$ cat config.mk
export PLATFORM = sky130hd
export DESIGN_NAME = nf10_10g_tx_arbiter
export DESIGN_NICKNAME = d
export VERILOG_FILES = /design/src/rtl/nf10_axis_pkg.sv /design/src/rtl/nf10_rr_pick.sv /design/src/rtl/nf10_10g_tx_arbiter.sv
export SDC_FILE = /design/constraint.sdc
export NUM_CORES = 1
export LEC_CHECK = 0
export CAP_MARGIN = 10
export CELL_PAD_IN_SITES_DETAIL_PLACEMENT = 0
export CELL_PAD_IN_SITES_GLOBAL_PLACEMENT = 2
export CORE_AREA = 4 4 394 396
export DETAILED_ROUTE_END_ITERATION = 10
export DIE_AREA = 0 0 398 400
export PLACE_DENSITY_LB_ADDON = 0.1
export SLEW_MARGIN = 25
export SYNTH_ARGS = -nofsm -noshare
export SYNTH_HDL_FRONTEND = slang
export SYNTH_SLANG_ARGS = --single-unit
$ cat constraint.sdc
create_clock -name axi_aclk -period 2.8 [get_ports axi_aclk]
set_input_delay 0.28 -clock axi_aclk [delete_from_list [all_inputs] [get_ports axi_aclk]]
set_output_delay 0.28 -clock axi_aclk [all_outputs]
set_load 0.1 [all_outputs]
$ cat src/rtl/nf10_axis_pkg.sv
// ---------------------------------------------------------------------------
// nf10_axis_pkg
// Shared definitions for the NetFPGA-10G AXI-Stream plumbing (TX arbiter,
// RX demux): default stream widths, the arbiter state encoding and a
// constant-foldable clog2 helper for sizing index ports.
// ---------------------------------------------------------------------------
package nf10_axis_pkg;

    localparam int AXIS_DATA_WIDTH  = 64;
    localparam int AXIS_STRB_WIDTH  = AXIS_DATA_WIDTH / 8;
    localparam int AXIS_TUSER_WIDTH = 128;

    typedef enum logic {
        IDLE = 1'b0,
        XFER = 1'b1
    } arb_state_t;

    // Smallest r with 2**r >= value; returns at least 1 so that an index
    // port never collapses to zero width.
    function automatic int clog2(input int value);
        int r;
        r = 1;
        for (int i = 1; i < 31; i++) begin
            if ((1 << i) < value) begin
                r = i + 1;
            end
        end
        return r;
    endfunction

endpackage

$ cat src/rtl/nf10_rr_pick.sv
// ---------------------------------------------------------------------------
// nf10_rr_pick
// Combinational round-robin priority encoder. Searches req starting at
// (last_grant + 1) mod N and wrapping, so the most recently served index has
// the lowest priority.
//
// Ports:
//   req        in  N       request vector
//   last_grant in  IW      index granted most recently
//   next_idx   out IW      first requesting index after last_grant
//                          (equals last_grant when nothing requests)
//   any_req    out 1       at least one request is present
// ---------------------------------------------------------------------------
module nf10_rr_pick
    import nf10_axis_pkg::*;
#(
    parameter int N  = 4,
    parameter int IW = clog2(N)
) (
    input  logic [N-1:0]  req,
    input  logic [IW-1:0] last_grant,
    output logic [IW-1:0] next_idx,
    output logic          any_req
);

    logic          found;
    int            cand;
    logic [IW-1:0] cand_idx;

    always_comb begin
        next_idx = last_grant;
        any_req  = |req;
        found    = 1'b0;
        cand     = 0;
        cand_idx = '0;
        // k = N revisits last_grant itself, so a lone requester that was
        // just served can still be picked again.
        for (int k = 1; k <= N; k++) begin
            cand     = (int'(last_grant) + k) % N;
            cand_idx = IW'(cand);
            if (!found && req[cand_idx]) begin
                next_idx = cand_idx;
                found    = 1'b1;
            end
        end
    end

endmodule

$ cat src/rtl/nf10_10g_tx_arbiter.sv
// ---------------------------------------------------------------------------
// nf10_10g_tx_arbiter
// Packet-granular round-robin arbiter sharing the 10G interface's single
// AXI-Stream TX port among C_NUM_INPUTS requesters. A granted input owns the
// port until its tlast beat is accepted, so frames never interleave. Data is
// muxed combinationally; only the grant index and the state are registered.
//
// Ports:
//   axi_aclk       in   1                     clock
//   axi_resetn     in   1                     synchronous active-low reset
//   s_axis_tdata   in   N*C_AXIS_DATA_WIDTH   input i at [W*i +: W]
//   s_axis_tstrb   in   N*C_AXIS_DATA_WIDTH/8
//   s_axis_tuser   in   N*C_AXIS_TUSER_WIDTH
//   s_axis_tvalid  in   N
//   s_axis_tready  out  N                     only the granted bit can be 1
//   s_axis_tlast   in   N
//   m_axis_*       out                        towards the 10G interface
//   m_axis_tready  in   1
//   grant_idx      out  clog2(N)              current or last granted input
//   pkt_count      out  N*32                  only with NF10_TX_ARB_STATS_EN:
//                                             per-input accepted-frame count
//
// Build option: define NF10_TX_ARB_STATS_EN to add the pkt_count counters.
//
// state | meaning
// ------+-------------------------------------------------------------
// IDLE  | no owner; all ready low, m_axis zeroed; pick next requester
// XFER  | grant_idx owns m_axis until its tlast beat is accepted
// ---------------------------------------------------------------------------
module nf10_10g_tx_arbiter
    import nf10_axis_pkg::*;
#(
    parameter int C_NUM_INPUTS       = 4,
    parameter int C_AXIS_DATA_WIDTH  = AXIS_DATA_WIDTH,
    parameter int C_AXIS_TUSER_WIDTH = AXIS_TUSER_WIDTH
) (
    input  logic                                        axi_aclk,
    input  logic                                        axi_resetn,

    input  logic [C_NUM_INPUTS*C_AXIS_DATA_WIDTH-1:0]     s_axis_tdata,
    input  logic [C_NUM_INPUTS*(C_AXIS_DATA_WIDTH/8)-1:0] s_axis_tstrb,
    input  logic [C_NUM_INPUTS*C_AXIS_TUSER_WIDTH-1:0]    s_axis_tuser,
    input  logic [C_NUM_INPUTS-1:0]                       s_axis_tvalid,
    output logic [C_NUM_INPUTS-1:0]                       s_axis_tready,
    input  logic [C_NUM_INPUTS-1:0]                       s_axis_tlast,

    output logic [C_AXIS_DATA_WIDTH-1:0]                  m_axis_tdata,
    output logic [C_AXIS_DATA_WIDTH/8-1:0]                m_axis_tstrb,
    output logic [C_AXIS_TUSER_WIDTH-1:0]                 m_axis_tuser,
    output logic                                          m_axis_tvalid,
    input  logic                                          m_axis_tready,
    output logic                                          m_axis_tlast,

    output logic [clog2(C_NUM_INPUTS)-1:0]                grant_idx
`ifdef NF10_TX_ARB_STATS_EN
    ,
    output logic [C_NUM_INPUTS*32-1:0]                    pkt_count
`endif
);

    localparam int GW = clog2(C_NUM_INPUTS);
    localparam int DW = C_AXIS_DATA_WIDTH;
    localparam int SW = C_AXIS_DATA_WIDTH / 8;
    localparam int UW = C_AXIS_TUSER_WIDTH;

    arb_state_t     state_q, state_d;
    logic [GW-1:0]  grant_q, grant_d;
    logic [GW-1:0]  pick_idx;
    logic           any_req;
    logic           xfer;
    logic           beat_done;

    logic [DW-1:0]  sel_data;
    logic [SW-1:0]  sel_strb;
    logic [UW-1:0]  sel_user;
    logic           sel_valid;
    logic           sel_last;

    nf10_rr_pick #(
        .N  (C_NUM_INPUTS),
        .IW (GW)
    ) u_pick (
        .req        (s_axis_tvalid),
        .last_grant (grant_q),
        .next_idx   (pick_idx),
        .any_req    (any_req)
    );

    // Reset leaves grant at the highest index so input 0 is searched first.
    always_ff @(posedge axi_aclk) begin
        if (!axi_resetn) begin
            state_q <= IDLE;
            grant_q <= GW'(C_NUM_INPUTS - 1);
        end else begin
            state_q <= state_d;
            grant_q <= grant_d;
        end
    end

    always_comb begin
        state_d = state_q;
        grant_d = grant_q;
        case (state_q)
            IDLE: begin
                if (any_req) begin
                    grant_d = pick_idx;
                    state_d = XFER;
                end
            end
            XFER: begin
                if (beat_done) begin
                    state_d = IDLE;
                end
            end
            default: begin
                state_d = IDLE;
            end
        endcase
    end

    assign xfer = (state_q == XFER);

    // Select by comparison rather than indexing with grant_q directly, which
    // keeps non-power-of-two input counts free of out-of-range selects.
    always_comb begin
        sel_data  = '0;
        sel_strb  = '0;
        sel_user  = '0;
        sel_valid = 1'b0;
        sel_last  = 1'b0;
        for (int i = 0; i < C_NUM_INPUTS; i++) begin
            if (grant_q == GW'(i)) begin
                sel_data  = s_axis_tdata[i*DW +: DW];
                sel_strb  = s_axis_tstrb[i*SW +: SW];
                sel_user  = s_axis_tuser[i*UW +: UW];
                sel_valid = s_axis_tvalid[i];
                sel_last  = s_axis_tlast[i];
            end
        end
    end

    always_comb begin
        s_axis_tready = '0;
        for (int i = 0; i < C_NUM_INPUTS; i++) begin
            s_axis_tready[i] = xfer && (grant_q == GW'(i)) && m_axis_tready;
        end
    end

    assign m_axis_tdata  = xfer ? sel_data  : '0;
    assign m_axis_tstrb  = xfer ? sel_strb  : '0;
    assign m_axis_tuser  = xfer ? sel_user  : '0;
    assign m_axis_tvalid = xfer & sel_valid;
    assign m_axis_tlast  = xfer & sel_last;
    assign grant_idx     = grant_q;

    assign beat_done = m_axis_tvalid & m_axis_tready & m_axis_tlast;

`ifdef NF10_TX_ARB_STATS_EN
    logic [31:0] pkt_cnt_q [C_NUM_INPUTS];

    // Counters wrap naturally at 2**32.
    always_ff @(posedge axi_aclk) begin
        if (!axi_resetn) begin
            for (int i = 0; i < C_NUM_INPUTS; i++) begin
                pkt_cnt_q[i] <= '0;
            end
        end else if (beat_done) begin
            for (int i = 0; i < C_NUM_INPUTS; i++) begin
                if (grant_q == GW'(i)) begin
                    pkt_cnt_q[i] <= pkt_cnt_q[i] + 32'd1;
                end
            end
        end
    end

    always_comb begin
        pkt_count = '0;
        for (int i = 0; i < C_NUM_INPUTS; i++) begin
            pkt_count[i*32 +: 32] = pkt_cnt_q[i];
        end
    end
`endif

endmodule
Yosys cells after proc, flatten, opt, wreduce, memory -nomap -nowiden. Index checks and enable logic that the tools add are counted.

Register bits: 3. Bits in latches: 0. Memory bits (writable): 0. Bits in read-only memories: 0. Bits of input ports: 811. Output and inout port bits: 208. Memories kept: 0.

Add/subtract/negate cells: 4. Multiply operators: 0. Divide/modulo/power cells: 0. $lt $le $gt $ge: 4. Eq/ne operators: 3. Shift operators: 0. Mux-type cells: 41. Bitwise logic cells: 5. Reductions and logical operators: 18.

Operators by type and width (count): $mux W128 (5); $mux W64 (5); $mux W8 (5); $mux W1 (17); $lt A2 B3 Y1 const B (4); $logic_and A1 B1 Y1 (11); $bmux W1 S2 (4); $mux W2 (4); $add A2 B1 Y2 const B (2); $add A2 B2 Y2 const B (2); $and A1 B1 Y1 (4); $eq A2 B2 Y1 const B (2); $reduce_bool A4 Y1 (1); $reduce_or A4 Y1 (1); $logic_not A1 Y1 (3); $reduce_and A3 Y1 (1); $eq A2 B1 Y1 const B (1); $logic_not A2 Y1 (1); $pmux W1 S2 (1); $not A1 Y1 (1).

Depth between registers and ports, before layout. Gate-level depths: netlist of run 1.

Depth in word-level cells: 14. Mapped depth: 10. Mapped depth without buffers: 6.

Modules after synthesis. A second synthesis of run 1 with hierarchy kept.

Cells, all modules: 510. Area, all modules: 6448.7 um2.

By module, submodules not included: nf10_10g_tx_arbiter (times used 1, cells an instance 496, area each 6376.1 um2, seq. area each 60.1 um2); nf10_rr_pick (times used 1, cells an instance 14, area each 72.6 um2, seq. area each 0.0 um2).

Worst setup path after synthesis of run 1. OpenSTA, ideal clock, no wires.

Path type: register -> output. From: register grant_q[1], in the netlist grant_idx[1]. To: output m_axis_tuser[100]. Arrival: 3.863 ns. Required time: 2.520 ns. Slack: -1.343 ns. Cell stages (with the launch flop): 10. Path buffers: 3. Cell sequence: dfxtp_1 > inv_1 > ha_1 > buf_2 > buf_2 > clkbuf_1 > nor2b_1 > a221oi_1 > a211o_1 > a21boi_1.

Word-level cells in the longest chain between the ends: 6. Elaborated cells between the ends (all ways): 9. Classes of those cells: eq/ne: 3; mux: 5; reduce/logical: 1.

Ends and longest elaborated chain: from (decl) (line nf10_10g_tx_arbiter.sv:67) `logic [GW-1:0] grant_q, grant_d;`; from (signal assigned) (line nf10_10g_tx_arbiter.sv:93) `grant_q <= GW'(C_NUM_INPUTS - 1);`; from (signal assigned) (line nf10_10g_tx_arbiter.sv:96) `grant_q <= grant_d;`; $logic_not A2 Y1 (line nf10_10g_tx_arbiter.sv:132) `if (grant_q == GW'(i)) begin`; $mux W128 (3 in series) (line nf10_10g_tx_arbiter.sv:132); $mux W128 * (line nf10_10g_tx_arbiter.sv:132); $mux W128 * (line nf10_10g_tx_arbiter.sv:151) `assign m_axis_tuser = xfer ? sel_user : '0;`; to (decl) (line nf10_10g_tx_arbiter.sv:49) `output logic [C_AXIS_TUSER_WIDTH-1:0] m_axis_tuser,`.

Mark *: on every way between the ends. The rest lies on a longest branch, timed or not.

Final worst setup path of run 1.
From: register grant_q[1], in the netlist grant_idx[1]. To: output m_axis_tuser[58].

Same word-level chain as after synthesis.

==> impl_metrics.tcl, run 1 <==
set metrics [dict create \
    nNetsFinal 3181 \
    cts_tree "built" \
    start_kind "register" \
    r2r_start "grant_idx[0]" \
    drc 0 \
    status "finished, final reports clean" \
    place.gp.congestion 0.795 \
    syn_area_um2 8920 \
    dpl.hpwl_mm 91.9 \
    synth_nets 2245 \
    synth_xor_area_frac 0 \
    regArea_um2 71.3 \
    period_share 0.963 \
    antenna_found_initial 74 \
    setup_viol 0 \
    synth_mux_area_frac 0.0102 \
    postPlaceCellArea_um2 26200 \
    worst_slew_pin_slew_ns 0.550 \
    synth_fa_ha_area_frac 0.00561 \
    clockBufferDepth 2 \
    grt_max_degree 86 \
    grt_usage 0.126 \
    min_path_type "primary input to register" \
    root_buffer "clkbuf_16" \
    rr_endpoint "state_q" \
    fin_cells 4429 \
    fmax_mhz 371 \
    stdcell_area_um2 26800 \
    post-synth-top-area-cell "a211o_1" \
    num_io_pins 1019 \
    r2r_cells 8 \
    vias_per_cell 3.42 \
    routed_wl_mm 110 \
    synth_compound_area_frac 0.571 \
    syn2layout_area_growth_pct 200 \
    die_y_um 400 \
    dieArea_um2 159000 \
    r2r_slack_ns 0.86 \
    critPathRequiredTime_ns 2.52 \
    dp_cells 4376 \
    startpoint "grant_idx[1]" \
    synth_enable_flop_cells 0 \
    numCtsBuffers 3 \
    max_stage_delay_ns 0.44 \
    cp.arrival_ns 2.42 \
    clk_pin_slew_ns 0.03 \
    ys_async_sr_fraction 0 \
    cap_violations 0 \
    final_max_slew_viol_count 0 \
    initial_core_util 0.0589 \
    worstPathMaxFanout 42 \
    critPathCaptureType "output pin" \
    rsz0062_at_grt "no" \
    wire_per_inst_um 24.9 \
    slowest_stage "a211o_2" \
    ys_ff_latch 3 \
    ys_types 34 \
    cp_cell_sequence "clkinvlp_4 > ha_4 > buf_16 > buf_4 > nor2b_1 > a221oi_1 > a211o_2 > a21boi_4 > buf_12" \
    htree_levels 1 \
    die_w_um 398 \
    synth_top_family_by_area "compound AO/OA/AOI/OAI gates" \
    power_leakage_uw 0.0101 \
    fin_skew_ns 0.00417 \
    gr-total-overflow 0 \
    layout_min_cycle_time_ns 2.70 \
    design.core.area_um2 152000 \
    timing_worst_setup_path_type "register to output pin" \
    fill_cells 17000 \
    yosysWarnings 0 \
    ys_seq_area_frac 0.00673 \
    grt_first_pass_wirelength_mm 141 \
    ant_nets 0 \
    hold_viol_final 0 \
    timing.hold.ws_ns 0.682 \
    drt_pre_antenna_iters 5 \
    numPortBuffers 1018 \
    num_vias 15200 \
    synth_top_cell_area_share 0.196 \
    hp-start "axi_resetn" \
    drtIter0Drc 700 \
    syn_avg_cell_area_um2 6.24 \
    syn_inst 1430 \
    ys.flop_type "dfxtp_1" \
    drive_above_1_share 0.227 \
    rows 143 \
    first_global_vias 16200 \
    synth_most_common_cell "nand2_1" \
    whs_path_depth 2 \
    multi_input_area_um2 9750 \
    cts.sinks 3 \
    clk_latency_ns 0.23 \
    slew_headroom 0.630 \
    max-vdd-ir-drop_v 0.000525 \
    synthSimpleGateAreaFrac 0.237 \
    yosys-top-cells-count "nand2_1 (205), inv_1 (203), nor2b_1 (202)" \
    p_per_area_nw_per_um2 987 \
    netlist_top_cells_area "a211o_1 (20%), a221oi_1 (20%), a21boi_1 (17%), nor2b_1 (14%), nand2_1 (8.6%)" \
    min_to "grant_idx[1]" \
]
## per-layer routing
layer / GRT usage / share of wire
met1: 0.133 / 0.37
met2: 0.236 / 0.53
met3: 0.0496 / 0.090
met4: 0.0267 / 0.013
met5: 0 / 0.0027
## through the flow
stage | utilization | setup TNS (ns) | power [uW] | setup WS, ns
6_report | 0.177 | 0 | 26400 | 0.102
5_1_grt | 0.176 | 0 | 27900 | 0.0120
4_1_cts | 0.174 | -0.0589 | 26700 | -0.0174
3_5_place_dp | 0.173 | 0 | 26200 | 0.0107
3_3_place_gp | 0.173 | 0 | 26200 | 0.108
2_1_floorplan | - | 0 | 16200 | 0.0375
## repair_timing
action / in CTS / in global routing
resized for setup: 16 / 22
pin swaps: 2 / 2
setup endpoints to repair: 21 / 132
setup buffers: 0 / 10
hold buffers: 0 / 0
cloned: 1 / 4
## how the worst max path moves through the flow
stage / end / depth (start not counted)
floorplan: m_axis_tdata[39] / 9
finish: m_axis_tuser[58] / 9
CTS: m_axis_tuser[94] / 8
detailed placement: m_axis_tuser[52] / 9
global route: m_axis_tdata[52] / 9
global placement: m_axis_tuser[59] / 8
## report_power, final
part / switching, uW / internal (uW)
clock network: 43.2 / 188
registers: 36.1 / 66.4
logic: 16400 / 9730
## flip-flops by register name (all words and copies together) (netlist names)
| signal | cells |
|---|---|
| grant_idx | 2 |
| state_q | 1 |
## layout make-up
cell class                 count  share of cell area
sequential                     3             0.00266
clock buffer                   4             0.00294
inverter                     203              0.0287
antenna                       34             0.00318
timing repair buffer        1113               0.503
multi-input combinational   1042               0.364
tap                         2030              0.0949
## worst max-delay path: cells and delay by family (launching register included)
family / cells / cell delay (ns)
flip-flops: 1 / 0.35
AO/OA/AOI/OAI: 3 / 0.74
adder cells (fa/ha/maj): 1 / 0.23
AND/OR/NAND/NOR: 1 / 0.13
buffers and inverters: 4 / 0.69
## cell usage in the layout, fill, tap and decap left out, types with 6 or more instances in the layout
master	n
clkdlybuf4s50_1	810
buf_12	227
nand2_1	205
inv_1	201
a21boi_4	200
a211o_1	199
nor2b_1	192
a221oi_1	192
buf_4	59
diode_2	34
nor2b_2	10
clkbuf_16	7
buf_16	7
a221oi_2	6
## kinds of logic after synthesis
group / after synthesis
adders and majority gates: 4
muxes: 5
buffers and inverters: 385
and+or+nand+nor: 420
DFF: 3
AOI/OAI and AO/OA: 613
Power figures use the tool's default switching activity.
==> run 2: changes to the inputs <==
- SETUP_SLACK_MARGIN: unset -> 0.15
- SLEW_MARGIN: 25 -> 20
==> impl_metrics.tcl, run 2 (same netlist as run 1, synthesis figures left out) <==
set metrics [dict create \
    status "finished, final reports clean" \
    nNetsFinal 3216 \
    grt_first_pass_wirelength_mm 143 \
    grt_usage 0.129 \
    fin_ws_ns 0.180 \
    gr-total-overflow 0 \
    tns_ns 0 \
    clk_latency_ns 0.23 \
    dp_slack_ns 0.0368 \
    cp_common_cell "buf_12" \
    die_y_um 400 \
    place.gp.congestion 0.823 \
    design.core.area_um2 152000 \
    drc 0 \
    cp_cell_sequence "inv_2 > ha_4 > buf_12 > buf_4 > clkbuf_16 > nor2b_1 > a221oi_1 > a211o_1 > a21boi_4 > buf_12" \
    die_w_um 398 \
    grt.busiest_layer "met2" \
    layout_min_cycle_time_ns 2.62 \
    min_path_type "register to register" \
    wire_per_inst_um 25.2 \
    numPortBuffers 1018 \
    max-vdd-ir-drop_v 0.000522 \
    cp.arrival_ns 2.34 \
    crit_family "buffers and inverters" \
    slew_headroom 0.603 \
    antenna_found_initial 44 \
    pwr-share-comb 0.988 \
    critPathRequiredTime_ns 2.52 \
    dpl.hpwl_mm 91.1 \
    worst_slew_pin_slew_ns 0.596 \
    p_int_uw 10700 \
    rsz0062_at_grt "yes" \
    power_frac_seq 0.004 \
    cts_tree "built" \
    grt_use_met2 0.244 \
    final_cell_mix "clkdlybuf4s50_1 (810), buf_12 (233), nand2_1 (205), inv_1 (201), a21boi_4 (200)" \
    grt_max_degree 73 \
    netSwitchingPower_uw 16900 \
    drive_above_1_share 0.246 \
    drt_pre_antenna_iters 5 \
    routed_wl_mm 112 \
    timing_worst_setup_path_type "register to output pin" \
    first_global_vias 16200 \
    worstPathMaxFanout 19 \
    vias_per_cell 3.40 \
    p_per_area_nw_per_um2 1010 \
    cp_num_buf_inv 5 \
    power_leakage_uw 0.0104 \
    finalPower_uw 27700 \
    cts.sinks 3 \
    start_kind "register" \
    cap_violations 0 \
    num_vias 15100 \
    switching_share 0.612 \
    fmax_mhz 382 \
    initial_core_util 0.0589 \
    dieArea_um2 159000 \
    period_share 0.936 \
    ant_nets 0 \
    clockBufferDepth 2 \
    fill_cells 16900 \
    drtIter0Drc 702 \
    largest_reg_flops 2 \
    rows 143 \
    fin_skew_ns 0.00819 \
    root_buffer "clkbuf_16" \
    htree_levels 1 \
    clk_pin_slew_ns 0.04 \
    numCtsBuffers 3 \
    met3_usage 0.0465 \
    setup_viol 0 \
    max_stage_delay_ns 0.34 \
    syn2layout_area_growth_pct 207 \
    num_io_pins 1019 \
    final_max_slew_viol_count 0 \
    timing.hold.ws_ns 0.636 \
    grt.met1_usage 0.139 \
    pwr-share-clk 0.009 \
    final_common_cell "clkdlybuf4s50_1" \
    hold_viol_final 0 \
    slowest_stage "dfxtp_4" \
    critPathCaptureType "output pin" \
]
-- run 2: changes by cell type in the layout (fill, tap and decap cells not counted), sizes merged --
cell	delta
buf	+29
bufbuf	+1
clkbuf	+5
clkinvlp	-2
diode	-14
inv	+2
-- run 2: repair_timing --
action,in CTS,in global routing
gates resized for setup,41,47
gates cloned,4,9
pin swaps,7,9
endpoints found under the setup margin,185,99
hold buffers,0,0
setup buffers,17,8
-- run 2: path summary, 6_finish.rpt --
kind	from	endpoint	slack, ns	cells after the start
max	grant_idx[1]	m_axis_tstrb[3]	0.18	10
min	grant_idx[1]	grant_idx[1]	0.64	2
max reg2reg	grant_idx[1]	state_q	0.87	9
min reg2reg	grant_idx[1]	grant_idx[1]	0.64	2
-- run 2: stage by stage --
| step | instance area, um^2 | std cells | utilization |
|---|---|---|---|
| global route | 27300 | 4440 | 0.180 |
| CTS | 26800 | 4413 | 0.177 |
| global placement | 26300 | 4386 | 0.173 |
| finish | 27400 | 4450 | 0.181 |
| floorplan | 11200 | 1430 | - |
| detailed placement | 26300 | 4388 | 0.173 |
-- run 2: worst register-to-register path, delay by kind of cell, from the launching register on --
| family | cells | cell delay, ns |
|---|---|---|
| adders and majority gates | 1 | 0.19 |
| DFF | 1 | 0.34 |
| AOI/OAI and AO/OA | 2 | 0.31 |
| and+or+nand+nor | 2 | 0.31 |
| buffers and inverters | 4 | 0.64 |
-- run 2: final cells by class --
cell class              instances  area (um^2)  area share
repair buffers               1148        14000       0.513
well taps                    2030         2540      0.0928
flip-flops and latches          3         71.3     0.00261
multi-input cells            1042         9810       0.359
clock buffers                   4         78.8     0.00288
diodes                         20         50.0     0.00183
inverters                     203          764      0.0279
-- run 2: routing by layer --
layer / share of wire / vias to the layer above
met5: 0.0016 / -
met4: 0.0098 / 28
met3: 0.084 / 68
met2: 0.53 / 585
met1: 0.37 / 7310
li1: - / 7139
-- run 2: power by group through the flow --
stage	registers, uW	clock network [uW]	logic, uW
final	99.7	236	27300
after floorplan	177	0	16100
after detailed placement	110	0	26500
after CTS	98.1	244	27100
after global placement	110	0	26500
after global routing	105	244	28800
==> run 3: changes to the inputs <==
- SETUP_SLACK_MARGIN: 0.15 -> unset
- clock period: 2.8 -> 3 ns (I/O delays scaled with it)
==> impl_metrics.tcl, run 3 (same netlist as run 1, synthesis figures left out) <==
set metrics [dict create \
    status "finished, final reports clean" \
    utilization 0.174 \
    slew_headroom 0.589 \
    whs_path_depth 2 \
    min_to "grant_idx[1]" \
    drive_above_1_share 0.215 \
    die_y_um 400 \
    min_path_type "register to register" \
    num_io_pins 1019 \
    multi_input_area_um2 9660 \
    syn2layout_area_growth_pct 196 \
    cts_tree "built" \
    clk_latency_ns 0.22 \
    timing.hold.ws_ns 0.713 \
    ant_nets 0 \
    start_kind "register" \
    grt_usage 0.124 \
    grt_max_degree 104 \
    critPathCaptureType "output pin" \
    numCtsBuffers 3 \
    timing_worst_setup_path_type "register to output pin" \
    wire_per_inst_um 24.1 \
    die_w_um 398 \
    drc 0 \
    r2r_start "grant_idx[0]" \
    cp.arrival_ns 2.55 \
    period_share 0.949 \
    hp-start "grant_idx[1]" \
    grt_first_pass_wirelength_mm 139 \
    design.core.area_um2 152000 \
    rsz0062_at_grt "yes" \
    fill_cells 17000 \
    drtIter0Drc 702 \
    p_per_area_nw_per_um2 918 \
    drt_pre_antenna_iters 5 \
    cap_violations 0 \
    numPortBuffers 1018 \
    dpl.hpwl_mm 91.4 \
    place.gp.congestion 0.785 \
    r2r_cells 7 \
    htree_levels 1 \
    clk_pin_slew_ns 0.03 \
    postCtsHoldBufs 0 \
    fin_cells 4409 \
    largest_reg_flops 2 \
    antenna_found_initial 71 \
    final_common_cell "clkdlybuf4s50_1" \
    top_layer_used "met5" \
    final_max_slew_viol_count 0 \
    routed_wl_mm 106 \
    routed-wl-met3_mm 9.13 \
    nNetsFinal 3171 \
    layout_min_cycle_time_ns 2.85 \
    power_leakage_uw 0.00994 \
    num_vias 14800 \
    rr_endpoint "state_q" \
    hold_viol_final 0 \
    fmax_mhz 351 \
    worstPathMaxFanout 103 \
    r2r_slack_ns 0.95 \
    initial_core_util 0.0589 \
    cts.sinks 3 \
    first_global_vias 16300 \
    vias_per_cell 3.36 \
    wl_met1_mm 40.1 \
    gr-total-overflow 0 \
    dieArea_um2 159000 \
    regArea_um2 66.3 \
    setup_viol 0 \
    final_cell_mix "clkdlybuf4s50_1 (810), buf_12 (231), nand2_1 (205), inv_1 (203), nor2b_1 (202)" \
    max-vdd-ir-drop_v 0.000569 \
    fin_skew_ns 0.00347 \
    dr_wl_met2_mm 56.0 \
    root_buffer "clkbuf_16" \
    critPathRequiredTime_ns 2.70 \
    clockBufferDepth 2 \
    dp_cells 4381 \
    worst_slew_pin_slew_ns 0.611 \
    rows 143 \
]
-- run 3: critical path: stages (launching register included) --
cell and delay [ns]:
dfxtp_2 0.31, inv_1 0.17, ha_4 0.24, buf_16 0.33, a221oi_1 0.23, buf_4 0.19, a211o_1 0.30, a21boi_4 0.20
buf_12 0.19
-- run 3: how the worst max path moves through the flow --
stage                 startpoint                 to  slack [ns]  depth (start not counted)
global route        grant_idx[1]  m_axis_tuser[121]       -0.02                          8
finish              grant_idx[1]   m_axis_tdata[27]        0.15                          8
detailed placement  grant_idx[1]   m_axis_tuser[66]        0.23                          9
floorplan           grant_idx[1]      m_axis_tvalid        0.02                          9
CTS                 grant_idx[1]  m_axis_tuser[121]        0.03                          8
global placement    grant_idx[1]   m_axis_tuser[66]        0.22                          9
-- run 3: layer usage --
metal  vias up  GRT usage
li1       7046          -
met5         -          0
met2       587      0.236
met1      7058      0.135
met3        98     0.0454
met4        42    0.00911
-- run 3: repair_timing --
action,CTS,global route
endpoints found under the setup margin,1,7
resized for setup,1,3
setup buffers,0,0
-- run 3: report_power, final --
part / internal, uW / switching, uW / total, uW
Sequential: 57.3 / 26.1 / 83.5
Clock: 175 / 35.5 / 211
Combinational: 8840 / 15100 / 23900
Total: 9080 / 15100 / 24200
-- run 3: area by class of cell --
cell class / count / share of cell area
antenna: 24 / 0.00228
clock buffer: 4 / 0.00299
inverter: 203 / 0.0289
multi-input combinational: 1042 / 0.366
sequential: 3 / 0.00251
tap: 2030 / 0.0963
timing repair buffer: 1103 / 0.501
-- run 3: through the flow --
stage / TNS, ns / setup slack [ns] / total power (uW) / cell area, um^2
floorplan: 0 / 0.0196 / 15100 / 11200
global placement: 0 / 0.218 / 24500 / 26200
detailed placement: 0 / 0.226 / 24500 / 26200
CTS: 0 / 0.0335 / 24800 / 26300
finish: 0 / 0.153 / 24200 / 26400
global route: -0.0177 / -0.0151 / 25600 / 26400
